$ cat src/rtl/lpm_fifo_rd_arb.sv
// rtl/lpm_fifo_rd_arb.sv - round-robin read scheduler sharing one consumer between FIFO read ports
//
// Ports:
//   clock      single clock for the FIFO read ports and the consumer
//   sclr       synchronous active-high clear
//   port_en    per-port enable; a disabled port is never granted
//   rdempty    FIFO empty flags (registered in the FIFO, valid one cycle after rdreq)
//   q_in       FIFO q buses, port k at [k*lpm_width +: lpm_width]
//   rdreq      single-cycle read pulse to the granted FIFO (one-hot or zero)
//   out_data   captured word, out_valid/out_ready handshake
//   out_port   source port index of out_data
//   out_last   last word of the current grant
//   busy       a grant is in flight
module lpm_fifo_rd_arb #(
    parameter int lpm_width  = 8,
    parameter int lpm_widthu = 4,
    parameter int num_ports  = 4,
    parameter int max_burst  = 4
) (
    input  logic                           clock,
    input  logic                           sclr,
    input  logic [num_ports-1:0]           port_en,
    input  logic [num_ports-1:0]           rdempty,
    input  logic [num_ports*lpm_width-1:0] q_in,
    output logic [num_ports-1:0]           rdreq,
    output logic [lpm_width-1:0]           out_data,
    output logic                           out_valid,
    input  logic                           out_ready,
    output logic [2:0]                     out_port,
    output logic                           out_last,
    output logic                           busy
);

    localparam logic [1:0] IDLE = 2'd0;
    localparam logic [1:0] READ = 2'd1;
    localparam logic [1:0] LOAD = 2'd2;
    localparam logic [1:0] HOLD = 2'd3;

    localparam logic [2:0] last_port     = 3'(num_ports - 1);
    localparam logic [7:0] burst_max_cnt = 8'(max_burst - 1);

    if (num_ports < 1 || num_ports > 8) begin : g_bad_num_ports
        $error("lpm_fifo_rd_arb: num_ports must be 1..8");
    end
    if (max_burst < 1 || max_burst > 255) begin : g_bad_max_burst
        $error("lpm_fifo_rd_arb: max_burst must be 1..255");
    end
    if (lpm_width < 1 || lpm_widthu < 1) begin : g_bad_width
        $error("lpm_fifo_rd_arb: lpm_width and lpm_widthu must be positive");
    end

    logic [1:0]           state;
    logic [2:0]           grant;
    logic [2:0]           last_grant;
    logic [7:0]           burst_cnt;
    logic [num_ports-1:0] eligible;

    logic                 found_hi;
    logic                 found_lo;
    logic [2:0]           hi_idx;
    logic [2:0]           lo_idx;
    logic                 any_elig;
    logic [2:0]           next_grant;

    logic [lpm_width-1:0] sel_q;
    logic                 sel_empty;
    logic                 sel_en;

    assign eligible = port_en & ~rdempty;

    // Round-robin search starting after last_grant: the lowest eligible index
    // above last_grant wins; if there is none, wrap to the lowest eligible index.
    always_comb begin
        found_hi = 1'b0;
        found_lo = 1'b0;
        hi_idx   = 3'd0;
        lo_idx   = 3'd0;
        for (int k = num_ports - 1; k >= 0; k--) begin
            if (eligible[k]) begin
                found_lo = 1'b1;
                lo_idx   = 3'(k);
                if (3'(k) > last_grant) begin
                    found_hi = 1'b1;
                    hi_idx   = 3'(k);
                end
            end
        end
        any_elig   = found_lo;
        next_grant = found_hi ? hi_idx : lo_idx;
    end

    // Per-port views of the granted port, built with constant indices so an
    // out-of-range grant can never select a nonexistent lane.
    always_comb begin
        sel_q     = '0;
        sel_empty = 1'b1;
        sel_en    = 1'b0;
        for (int k = 0; k < num_ports; k++) begin
            if (grant == 3'(k)) begin
                sel_q     = q_in[k*lpm_width +: lpm_width];
                sel_empty = rdempty[k];
                sel_en    = port_en[k];
            end
        end
    end

    // The read pulse is decoded from the state so it lasts exactly one cycle.
    always_comb begin
        rdreq = '0;
        for (int k = 0; k < num_ports; k++) begin
            rdreq[k] = (state == READ) && (grant == 3'(k));
        end
    end

    assign busy = (state != IDLE);

    always_ff @(posedge clock) begin
        if (sclr) begin
            state      <= IDLE;
            grant      <= 3'd0;
            last_grant <= last_port;
            burst_cnt  <= 8'd0;
            out_data   <= '0;
            out_port   <= 3'd0;
            out_valid  <= 1'b0;
            out_last   <= 1'b0;
        end else begin
            case (state)
                IDLE: begin
                    if (any_elig) begin
                        grant     <= next_grant;
                        burst_cnt <= 8'd0;
                        state     <= READ;
                    end
                end
                READ: begin
                    state <= LOAD;
                end
                LOAD: begin
                    // rdempty here already reflects the read just issued, so an
                    // empty FIFO or a dropped enable closes the burst on this word.
                    out_data  <= sel_q;
                    out_port  <= grant;
                    out_valid <= 1'b1;
                    out_last  <= (burst_cnt == burst_max_cnt) || sel_empty || !sel_en;
                    state     <= HOLD;
                end
                HOLD: begin
                    if (out_ready) begin
                        out_valid <= 1'b0;
                        if (out_last) begin
                            last_grant <= grant;
                            state      <= IDLE;
                        end else begin
                            burst_cnt <= burst_cnt + 8'd1;
                            state     <= READ;
                        end
                    end
                end
                default: begin
                    state <= IDLE;
                end
            endcase
        end
    end

endmodule

$ cat config.mk
export PLATFORM = sky130hd
export DESIGN_NAME = lpm_fifo_rd_arb
export DESIGN_NICKNAME = d
export VERILOG_FILES = /design/src/rtl/lpm_fifo_rd_arb.sv
export SDC_FILE = /design/constraint.sdc
export NUM_CORES = 1
export LEC_CHECK = 0
export ABC_AREA = 1
export CORE_UTILIZATION = 48
export DETAILED_ROUTE_END_ITERATION = 6
export PLACE_DENSITY = 0.86
export SETUP_SLACK_MARGIN = 0.5
export SYNTH_ARGS = -nofsm -noshare
export SYNTH_HDL_FRONTEND = slang
export SYNTH_SLANG_ARGS = --single-unit
$ cat constraint.sdc
create_clock -name clock -period 3.65 [get_ports clock]
set_clock_uncertainty 0.05 [all_clocks]
set_input_delay 1.095 -clock clock [delete_from_list [all_inputs] [get_ports clock]]
set_output_delay 1.095 -clock clock [all_outputs]
set_load 0.005 [all_outputs]
==> summary.txt, run 1 <==
Status
  – Outcome: finished clean

Placed design
  – Post-DP HPWL: 3.39 mm
  – Cell Area, Placed: around 2300 um2
  – PortBufs: about 60
  – Placer Congestion: approximately 0.85

Die
  – Initial Util: 51.9%
  – Num ports: 61
  – Die Ht: just over 60 um
  – Core Rows: 20
  – Die Width: 60.4 um
  – Core ar.: 3150 um2
  – Die Area: around 3600 um2

Timing
  – Setup TNS: 0 ns
  – Slew Viols, Final: 0
  – Endpoints failing hold: 0
  – RSZ-0062 raised after global routing: no
  – Max Fclk: 332 MHz
  – Fin crit share: ~83%
  – Minimum clock period: approximately 3 ns
  – Slew @ Worst Pin: between 0.7 and 0.8 ns
  – Relative slew margins: 51.4%
  – # setup viols final: 0

Worst setup path
  – Crit Path Max Fanout: 15
  – Nature of the critical path startpoint: flop
  – Critical Path AT: 1.87 ns
  – R2R depth: 5
  – Worst reg2reg endpoint: out_last$_SDFFE_PP0P_
  – Reg2Reg Setup Slack: 1.81 ns
  – Worst EP required: roughly 2.5 ns
  – Kind of critical path: flop to output pin
  – Crit end category: output pin
  – RR Startpoint: state[0]$_SDFFE_PP0P_

GRT
  – Number of global-route vias before repair: 1736
  – Grt total ovfl: 0
  – Number of antenna violations at the first check in global routing: 0
  – Total GRT Usage: between 20% and 30%
  – First-pass GRT wire length: a little over 7 mm
  – Largest net degree at the start of global routing: 24

Yosys
  – Synth top area share: 31.8%
  – Post-synth top cells: nand2_1 (69), inv_1 (27), dfxtp_1 (26)
  – Count leader, synth: nand2_1
  – Largest area contributor in the netlist: dfxtp_1
  – Synthesized flop and latch total: 26
  – Top post-synthesis cells by area: dfxtp_1 (32%), nand2_1 (16%), a21oi_1 (6.4%)
  – Avg Cell Area, Syn: around 6.4 um2
  – Synthesized cell area: between 1500 and 2000 um2
  – Main flop type after synthesis: dfxtp_1
  – Yosys warnings: 0
  – Sequential fraction of the synthesis area: 31.8%
  – Mapped Nets: around 300
  – Mapped Cells: ~250
  – Synth cell types: 31
  – Async set-reset flop share out of synthesis: 0%
  – EDFF count, synth: 0

Cells and area
  – Finished Core Util: between 70% and 80%
  – Area Growth Syn to Fin: 39.9%
  – # fillers: about 290
  – Final Cell Area: between 2000 and 2500 um2
  – Share of cells above drive strength 1: 7.10%
  – ANT cells: 0
  – Nets: 360

Power and ir drop
  – P_int: roughly 720 uW
  – Power share of the clock group: between 10% and 20%
  – Switching Power: 518 uW
  – Net Sw Frac: 41.9%
  – Flop pwr share: a little over a third
  – VDD IR max: roughly 0.26 mV
  – Lkg Pwr: between 0.9 and 1 nW
  – Comb power frac: 52.6%
  – Total power: ~1.2 mW
  – Pwr/cell area: between 500 and 600 nW/um2

Routing
  – WL/cell: 12.2 um
  – DRT Pass-1 Iters: 4
  – Total wire length: ~4.3 mm
  – Initial DRC Count: between 100 and 150
  – Detailed-route via count: between 1500 and 2000
  – Vias/cell: roughly 5
  – Final ANT Viol Nets: 0
  – DRC viols: 0

Clock tree
  – Num CTS Buffers: 3
  – Clk Tree Root Cell: clkbuf_4
  – Clk Latency, worst-skew pair: ~0.34 ns
  – CTS tree: done
  – Clock tree buffer depth: 2
  – Post-CTS setup buffer count: 0
  – Clock net sink count: 26
  – H-tree Lvls: 1
  – Worst-path clk slew: approximately 0.14 ns

Hold path
  – Worst min path class: flop to flop
  – Hold Crit Depth: 2
  – WHS Endpoint: out_valid$_SDFFE_PP0P_
  – Hold_sp: out_valid$_SDFFE_PP0P_

Flow run
  – Max-cap violations: 0
## state kept, by name (all words and copies together), names as in the netlist
| register | flops |
|---|---|
| out_last | 1 |
| out_data | 8 |
| grant | 2 |
| state | 2 |
| last_grant | 2 |
| out_valid | 1 |
| burst_cnt | 8 |
| out_port | 2 |
## cells in the final DEF (no fill, tap or decap)
cell type and count:
or2_4 1, a21oi_1 21, a41oi_1 1, o21ai_1 11, nand4_1 4, nor2_2 4, a21boi_0 1, buf_4 1
clkbuf_4 3, o211ai_1 3, inv_1 27, nand3_1 13, conb_1 1, ha_1 6, o21ai_0 14, xnor2_1 1
a31oi_1 5, xor2_1 1, o21bai_1 1, nand2_4 2, nand2_2 2, dfxtp_1 24, inv_2 4, o22ai_1 1
nand3_4 1, clkdlybuf4s50_1 59, and3_1 3, nor2_1 19, nor2_4 1, nor3_1 3, nand2_1 69, clkbuf_8 1
dfxtp_2 2
## layout make-up
class / instances / area (um2) / share of cell area [%]
multi-input cells: 189 / 962 / 42.0
repair buffers: 60 / 598 / 26.1
well taps: 44 / 55.1 / 2.40
flip-flops and latches: 26 / 523 / 22.8
clock buffers: 4 / 36.3 / 1.58
inverters: 31 / 116 / 5.08
## power by group through the flow
| stage | Combinational, mW | Clock [mW] | Sequential [mW] |
|---|---|---|---|
| final | 0.649 | 0.156 | 0.431 |
| after global routing | 0.725 | 0.169 | 0.444 |
| after CTS | 0.651 | 0.158 | 0.429 |
| after detailed placement | 0.647 | 0 | 0.435 |
| after global placement | 0.638 | 0 | 0.430 |
| after floorplan | 0.400 | 0 | 0.415 |
## stage by stage
stage | worst slack, ns | std cells | hold WS (ns)
final | 0.636 | 354 | 0.440
after detailed placement | 0.917 | 350 | 0.413
after global routing | 0.505 | 354 | 0.502
after global placement | 0.964 | 350 | 0.402
after floorplan | 1.67 | 254 | 0.408
after CTS | 0.502 | 354 | 0.450
## timing repair
| action | in CTS | in global routing |
|---|---|---|
| hold buffers | 0 | 0 |
| gates resized for setup | 0 | 2 |
| endpoints found under the setup margin | 0 | 4 |
## metal layers
layer / track usage [%] / vias up / wire length (um)
met2: 46.5 / 70 / 2030
met3: 8.74 / 9 / 355
met1: 29.6 / 791 / 1850
met5: 0 / - / 0
li1: - / 942 / -
met4: 12.7 / 0 / 88
## cell families after synthesis
kind of cell / synth area share [%]
AOI/OAI and AO/OA: 19.2
xor gates and xnor gates: 1.07
other: 0.229
buffers and inverters: 9.47
DFF: 31.8
adders and majority gates: 4.58
and+or+nand+nor: 33.7
## how the worst max path moves through the flow
| stage | startpoint | endpoint | cells after the start |
|---|---|---|---|
| after CTS | grant[1]$_SDFFE_PP0P_ | rdreq[0] | 4 |
| final | grant[1]$_SDFFE_PP0P_ | rdreq[0] | 4 |
| after global placement | grant[1]$_SDFFE_PP0P_ | rdreq[2] | 3 |
| after detailed placement | grant[1]$_SDFFE_PP0P_ | rdreq[0] | 4 |
| after global routing | state[1]$_SDFFE_PP0P_ | rdreq[2] | 5 |
| after floorplan | rdempty[2] | burst_cnt[1]$_SDFFE_PP0P_ | 10 |
## critical path, stage by stage, from the launching register on
cell             delay, ns
dfxtp_2               0.44
nor2_2                0.34
inv_1                 0.10
nor2_1                0.13
clkdlybuf4s50_1       0.52
(Power assumes the default switching activity.)
==> run 2: changes to the inputs <==
--- a/config.mk
+++ b/config.mk
@@ -6,9 +6,9 @@
 export NUM_CORES = 1
 export LEC_CHECK = 0
 export ABC_AREA = 1
-export CORE_UTILIZATION = 48
+export CORE_UTILIZATION = 40
 export DETAILED_ROUTE_END_ITERATION = 6
-export PLACE_DENSITY = 0.86
+export PLACE_DENSITY = 0.76
 export SETUP_SLACK_MARGIN = 0.5
 export SYNTH_ARGS = -nofsm -noshare
 export SYNTH_HDL_FRONTEND = slang
==> constraint.sdc (replaced) <==
create_clock -name clock -period 2.6 [get_ports clock]
set_clock_uncertainty 0.05 [all_clocks]
set_input_delay 0.78 -clock clock [delete_from_list [all_inputs] [get_ports clock]]
set_output_delay 0.78 -clock clock [all_outputs]
set_load 0.005 [all_outputs]
==> summary.txt, run 2 (synthesis gave the netlist of run 1 again) <==
Status
  – Outcome: finished clean

Die
  – Initial Util: 43.1% (-8.8 points)
  – Die Area: 4350 um2 (+19%)
  – Core ar.: 3800 um2 (+20%)
  – Core Rows: 22 (+10%)
  – Die Ht: 66.0 um (+9.2%)
  – Num ports: 61 (unchanged)
  – Die Width: 66.0 um (+9.2%)

Timing
  – Setup WS post-layout: 0.568 ns (-0.0680 ns)
  – Minimum clock period: roughly 2.0 ns
  – Max Fclk: around 490 MHz
  – Endpoints failing hold: 0 (unchanged)
  – Fin crit share: 78.2%
  – # setup viols final: 0 (unchanged)
  – Setup TNS: 0 ns (unchanged)
  – RSZ-0062 raised after global routing: no
  – Slew Viols, Final: 0 (unchanged)

Power and ir drop
  – VDD IR max: 0.415 mV (+58%)
  – Lkg Pwr: 1.02 nW (+7.1%)
  – Pwr/cell area: 807 nW/um2 (+50%)

Clock tree
  – CTS tree: done
  – Clock tree buffer depth: 2 (unchanged)
  – Clock net sink count: 26 (unchanged)
  – Worst-path clk slew: 0.09 ns (-0.05 ns)
  – Clk Tree Root Cell: clkbuf_8
  – H-tree Lvls: 1 (unchanged)
  – Post-CTS Hold Fix Bufs: 0 (unchanged)
  – Clk Latency, worst-skew pair: 0.28 ns (-0.06 ns)
  – Num CTS Buffers: 3 (unchanged)

Worst setup path
  – Crit Path Max Fanout: 4 (-11)
  – Critical Path AT: 1.20 ns (-0.67 ns)
  – Kind of critical path: flop to output pin
  – Crit end category: output pin
  – Worst EP required: 1.77 ns (-0.73 ns)
  – Nature of the critical path startpoint: flop

Placed design
  – Cell Area, Placed: 2290 um2 (+1.9%)
  – Placer Congestion: 0.835 (-1.5%)
  – # placed instances: 359 (+2.6%)
  – Post-DP HPWL: 3.38 mm (-0.45%)
  – PortBufs: 59 (unchanged)
  – Pre-CTS setup slack: 0.350 ns (-0.567 ns)

Cells and area
  – Nets: 368 (+2.2%)
  – FF/Latch Area: 536 um2 (+2.4%)
  – Commonest non-fill, non-tap cells in the layout: nand2_1 (69), clkdlybuf4s50_1 (54), inv_1 (24)
  – Area Growth Syn to Fin: 47.2%
  – ANT cells: 0 (unchanged)
  – Finished Core Util: 63.5% (-9.2 points)
  – Commonest non-fill, non-tap cell in the layout: nand2_1
  – Multi-input gate area: 985 um2 (+2.3%)
  – Final Instance Count excl. Fillers: 366 (+3.4%)
  – Final Cell Area: 2410 um2 (+5.2%)
  – Share of cells above drive strength 1: 13.2% (+6.1 points)
  – # fillers: 341 (+20%)
  – Top flop regs: burst_cnt: 8 flops, out_data: 8 flops

GRT
  – Largest net degree at the start of global routing: 16 (-33%)
  – First-pass GRT wire length: 7.47 mm (+3.0%)
  – Grt total ovfl: 0 (unchanged)
  – Number of antenna violations at the first check in global routing: 0 (unchanged)
  – Total GRT Usage: 22.1% (-4.7 points)
  – Number of global-route vias before repair: 1701 (-2.0%)

Routing
  – Initial DRC Count: 92 (-17%)
  – Final ANT Viol Nets: 0 (unchanged)
  – DRT Pass-1 Iters: 4 (unchanged)
  – DRC viols: 0 (unchanged)
  – WL/cell: 11.9 um (-2.7%)
  – Vias/cell: 4.99 (-2.5%)
  – Total wire length: 4.35 mm (+0.60%)
  – Detailed-route via count: 1826 (+0.77%)

Hold path
  – Worst min path class: flop to flop

Flow run
  – Max-cap violations: 0 (unchanged)
==> run 2: changes by cell type in the layout (fill, tap and decap cells not counted), sizes merged <==
cell	before	now
buf	1	12
bufinv	0	1
clkdlybuf4s15	0	1
clkdlybuf4s50	59	54
==> run 2: path summary, 6_finish.rpt <==
| check | start | end | slack (ns) | cells after the start |
|---|---|---|---|---|
| max | state[1]$_SDFFE_PP0P_ | rdreq[2] | 0.57 | 5 |
| min | out_valid$_SDFFE_PP0P_ | out_valid$_SDFFE_PP0P_ | 0.44 | 2 |
| max reg2reg | state[1]$_SDFFE_PP0P_ | burst_cnt[6]$_SDFFE_PP0P_ | 0.90 | 9 |
| min reg2reg | out_valid$_SDFFE_PP0P_ | out_valid$_SDFFE_PP0P_ | 0.44 | 2 |
==> run 2: layout make-up <==
cell class | count | area share, %
well taps | 48 | 2.49
inverters | 31 | 5.03
repair buffers | 68 | 26.5
clock buffers | 3 | 1.71
multi-input cells | 189 | 40.8
clock inverters | 1 | 1.25
flip-flops and latches | 26 | 22.2
==> run 2: routing by layer <==
metal	up-vias	part of all wire, %	global-route usage (%)
li1	954	-	-
met1	799	46	27.4
met2	68	46	38.3
met3	5	7.7	5.00
met4	0	0.90	5.59
met5	-	0	0
==> run 2: timing repair <==
item / CTS / global route
endpoints found under the setup margin: 5 / 4
setup buffers: 3 / 0
resized for setup: 29 / 5
pin swaps: 3 / 1
==> run 2: metrics by stage <==
step / hold slack, ns / power [mW]
2_1_floorplan: 0.408 / 1.14
3_3_place_gp: 0.422 / 1.55
3_5_place_dp: 0.429 / 1.54
4_1_cts: 0.452 / 1.95
5_1_grt: 0.460 / 2.11
6_report: 0.441 / 1.95
==> run 2: power by group <==
group,total [mW],switching [mW],internal (mW)
sequential,0.601,0.0862,0.515
clock,0.344,0.138,0.206
combinational,1.00,0.531,0.470
total,1.95,0.755,1.19
==> run 2: critical path: stages (launching register included) <==
cell     delay (ns)
dfxtp_4        0.36
inv_4          0.07
ha_1           0.16
inv_2          0.06
nor3_2         0.14
buf_2          0.14
==> run 3: changes to the inputs <==
==> constraint.sdc (replaced) <==
create_clock -name clock -period 1.7 [get_ports clock]
set_clock_uncertainty 0.05 [all_clocks]
set_input_delay 0.51 -clock clock [delete_from_list [all_inputs] [get_ports clock]]
set_output_delay 0.51 -clock clock [all_outputs]
set_load 0.005 [all_outputs]
==> summary.txt, run 3 (synthesis gave the netlist of run 1 again) <==
Worst setup path
  – Critical Path AT: 1.14 ns (-0.06 ns)
  – RR Startpoint: state[1]$_SDFFE_PP0P_
  – Nature of the critical path startpoint: flop
  – Reg2Reg Setup Slack: 0.03 ns (-0.87 ns)
  – Worst reg2reg endpoint: burst_cnt[1]$_SDFFE_PP0P_
  – Kind of critical path: flop to output pin
  – R2R depth: 10 (+1)
  – Crit Path Max Fanout: 4 (unchanged)
  – Worst EP required: 1.14 ns (-0.63 ns)
  – Crit end category: output pin

Die
  – Die Width: 66.0 um (unchanged)
  – Core ar.: 3800 um2 (unchanged)
  – Die Area: 4350 um2 (unchanged)
  – Num ports: 61 (unchanged)
  – Initial Util: 43.1% (unchanged)
  – Die Ht: 66.0 um (unchanged)
  – Core Rows: 22 (unchanged)

GRT
  – First-pass GRT wire length: 9.35 mm (+25%)
  – Number of global-route vias before repair: 2124 (+25%)
  – Total GRT Usage: 28.5% (+6.4 points)
  – Largest net degree at the start of global routing: 17 (+1)
  – Number of antenna violations at the first check in global routing: 0 (unchanged)
  – Grt total ovfl: 0 (unchanged)

Routing
  – Vias/cell: 5.38 (+7.8%)
  – DRT Pass-1 Iters: 4 (unchanged)
  – Initial DRC Count: 121 (+32%)
  – Final ANT Viol Nets: 0 (unchanged)
  – DRC viols: 0 (unchanged)
  – Total wire length: 6.74 mm (+55%)
  – Detailed-route via count: 2200 (+20%)
  – WL/cell: 16.5 um (+39%)

Timing
  – Setup WS post-layout: -0.0000849 ns (-0.568 ns)
  – RSZ-0062 raised after global routing: yes
  – # setup viols final: 1 (+1)
  – Minimum clock period: ~1.7 ns
  – Slew Viols, Final: 0 (unchanged)
  – Fin crit share: 100%
  – Max Fclk: 588 MHz
  – Endpoints failing hold: 0 (unchanged)

Clock tree
  – Clock tree buffer depth: 2 (unchanged)
  – H-tree Lvls: 1 (unchanged)
  – Num CTS Buffers: 3 (unchanged)
  – Worst-path clk slew: 0.10 ns (about the same)
  – Clk Latency, worst-skew pair: 0.28 ns (about the same)
  – Clk Tree Root Cell: clkbuf_8
  – CTS tree: done
  – Clock net sink count: 26 (unchanged)

Cells and area
  – Nets: 411 (+12%)
  – Area Growth Syn to Fin: 102%
  – Top flop regs: burst_cnt: 8 flops, out_data: 8 flops
  – Finished Core Util: 87.3% (+24 points)
  – Commonest non-fill, non-tap cell in the layout: nand2_1
  – Final Instance Count excl. Fillers: 409 (+12%)
  – Commonest non-fill, non-tap cells in the layout: nand2_1 (54), clkdlybuf4s50_1 (33), buf_4 (28)
  – ANT cells: 0 (unchanged)
  – Share of cells above drive strength 1: 49.9% (+37 points)

Power and ir drop
  – VDD IR max: 0.813 mV (+96%)
  – Pwr/cell area: 1370 nW/um2 (+70%)
  – Lkg Pwr: 1.38 nW (+36%)

Hold path
  – Hold_sp: out_data[4]$_SDFFE_PP0P_
  – Worst min path class: flop to flop
  – WHS Endpoint: out_data[4]$_SDFFE_PP0P_
  – Hold Crit Depth: 2 (unchanged)

Placed design
  – PortBufs: 59 (unchanged)
  – Pre-CTS setup slack: -0.316 ns (-0.666 ns)
  – Placer Congestion: 0.815 (-2.4%)
  – Post-DP HPWL: 3.64 mm (+7.8%)
  – # placed instances: 375 (+4.5%)

Status
  – Outcome: finished, violations left
  – Failing checks: negative setup slack

Flow run
  – Max-cap violations: 0 (unchanged)
run 3: layer usage:
| metal | routed length (um) | vias to the layer above | track usage (%) |
|---|---|---|---|
| met1 | 2490 | 1028 | 29.3 |
| met5 | 0 | - | 0 |
| li1 | - | 1047 | - |
| met2 | 3540 | 102 | 54.7 |
| met4 | 240 | 0 | 10.6 |
| met3 | 468 | 23 | 6.90 |
run 3: layout make-up:
class,count,area [um2]
Clock buffer,4,66.3
Tap cell,48,60.1
Timing Repair Buffer,111,1090
Multi-Input combinational cell,189,1380
Sequential cell,26,553
Inverter,31,168
Fill cell,201,484
run 3: how the worst max path moves through the flow:
stage                          start                   endpoint  slack, ns  cells after the start
2_1_floorplan             rdempty[2]  burst_cnt[1]$_SDFFE_PP0P_       0.38                     10
3_3_place_gp              rdempty[0]  burst_cnt[3]$_SDFFE_PP0P_      -0.31                      9
3_5_place_dp              rdempty[0]  burst_cnt[3]$_SDFFE_PP0P_      -0.32                      9
4_1_cts        state[1]$_SDFFE_PP0P_                   rdreq[2]    -0.0003                      5
5_1_grt        state[1]$_SDFFE_PP0P_                   rdreq[2]      -0.04                      5
6_report       state[1]$_SDFFE_PP0P_                   rdreq[2]   -0.00008                      5
run 3: per-stage QoR:
step                hold slack, ns    TNS (ns)  power (mW)  instance area [um2]
finish                       0.472  -0.0000849        4.54                 3310
global route                 0.490      -0.145        4.77                 3310
CTS                          0.429   -0.000331        3.94                 3030
detailed placement           0.419       -3.74        2.69                 2590
global placement             0.416       -3.48        2.67                 2590
floorplan                    0.408           0        1.94                 1810
run 3: critical path, cell delays in order (launching register included):
cell and delay (ns):
dfxtp_4 0.36, inv_4 0.06, ha_4 0.14, inv_6 0.05, nor3_4 0.11, buf_2 0.14
run 3: repair_timing:
item / 4_1_cts / 5_1_grt
gates cloned: 3 / 1
pin swaps: 37 / 25
hold buffers: 0 / 0
setup buffers: 15 / 11
setup endpoints to repair: 43 / 43
gates resized for setup: 191 / 40
run 3: power breakdown:
group	switching, mW	total (mW)	internal, mW
sequential	0.167	0.979	0.813
clock	0.219	0.476	0.257
combinational	1.54	3.09	1.55
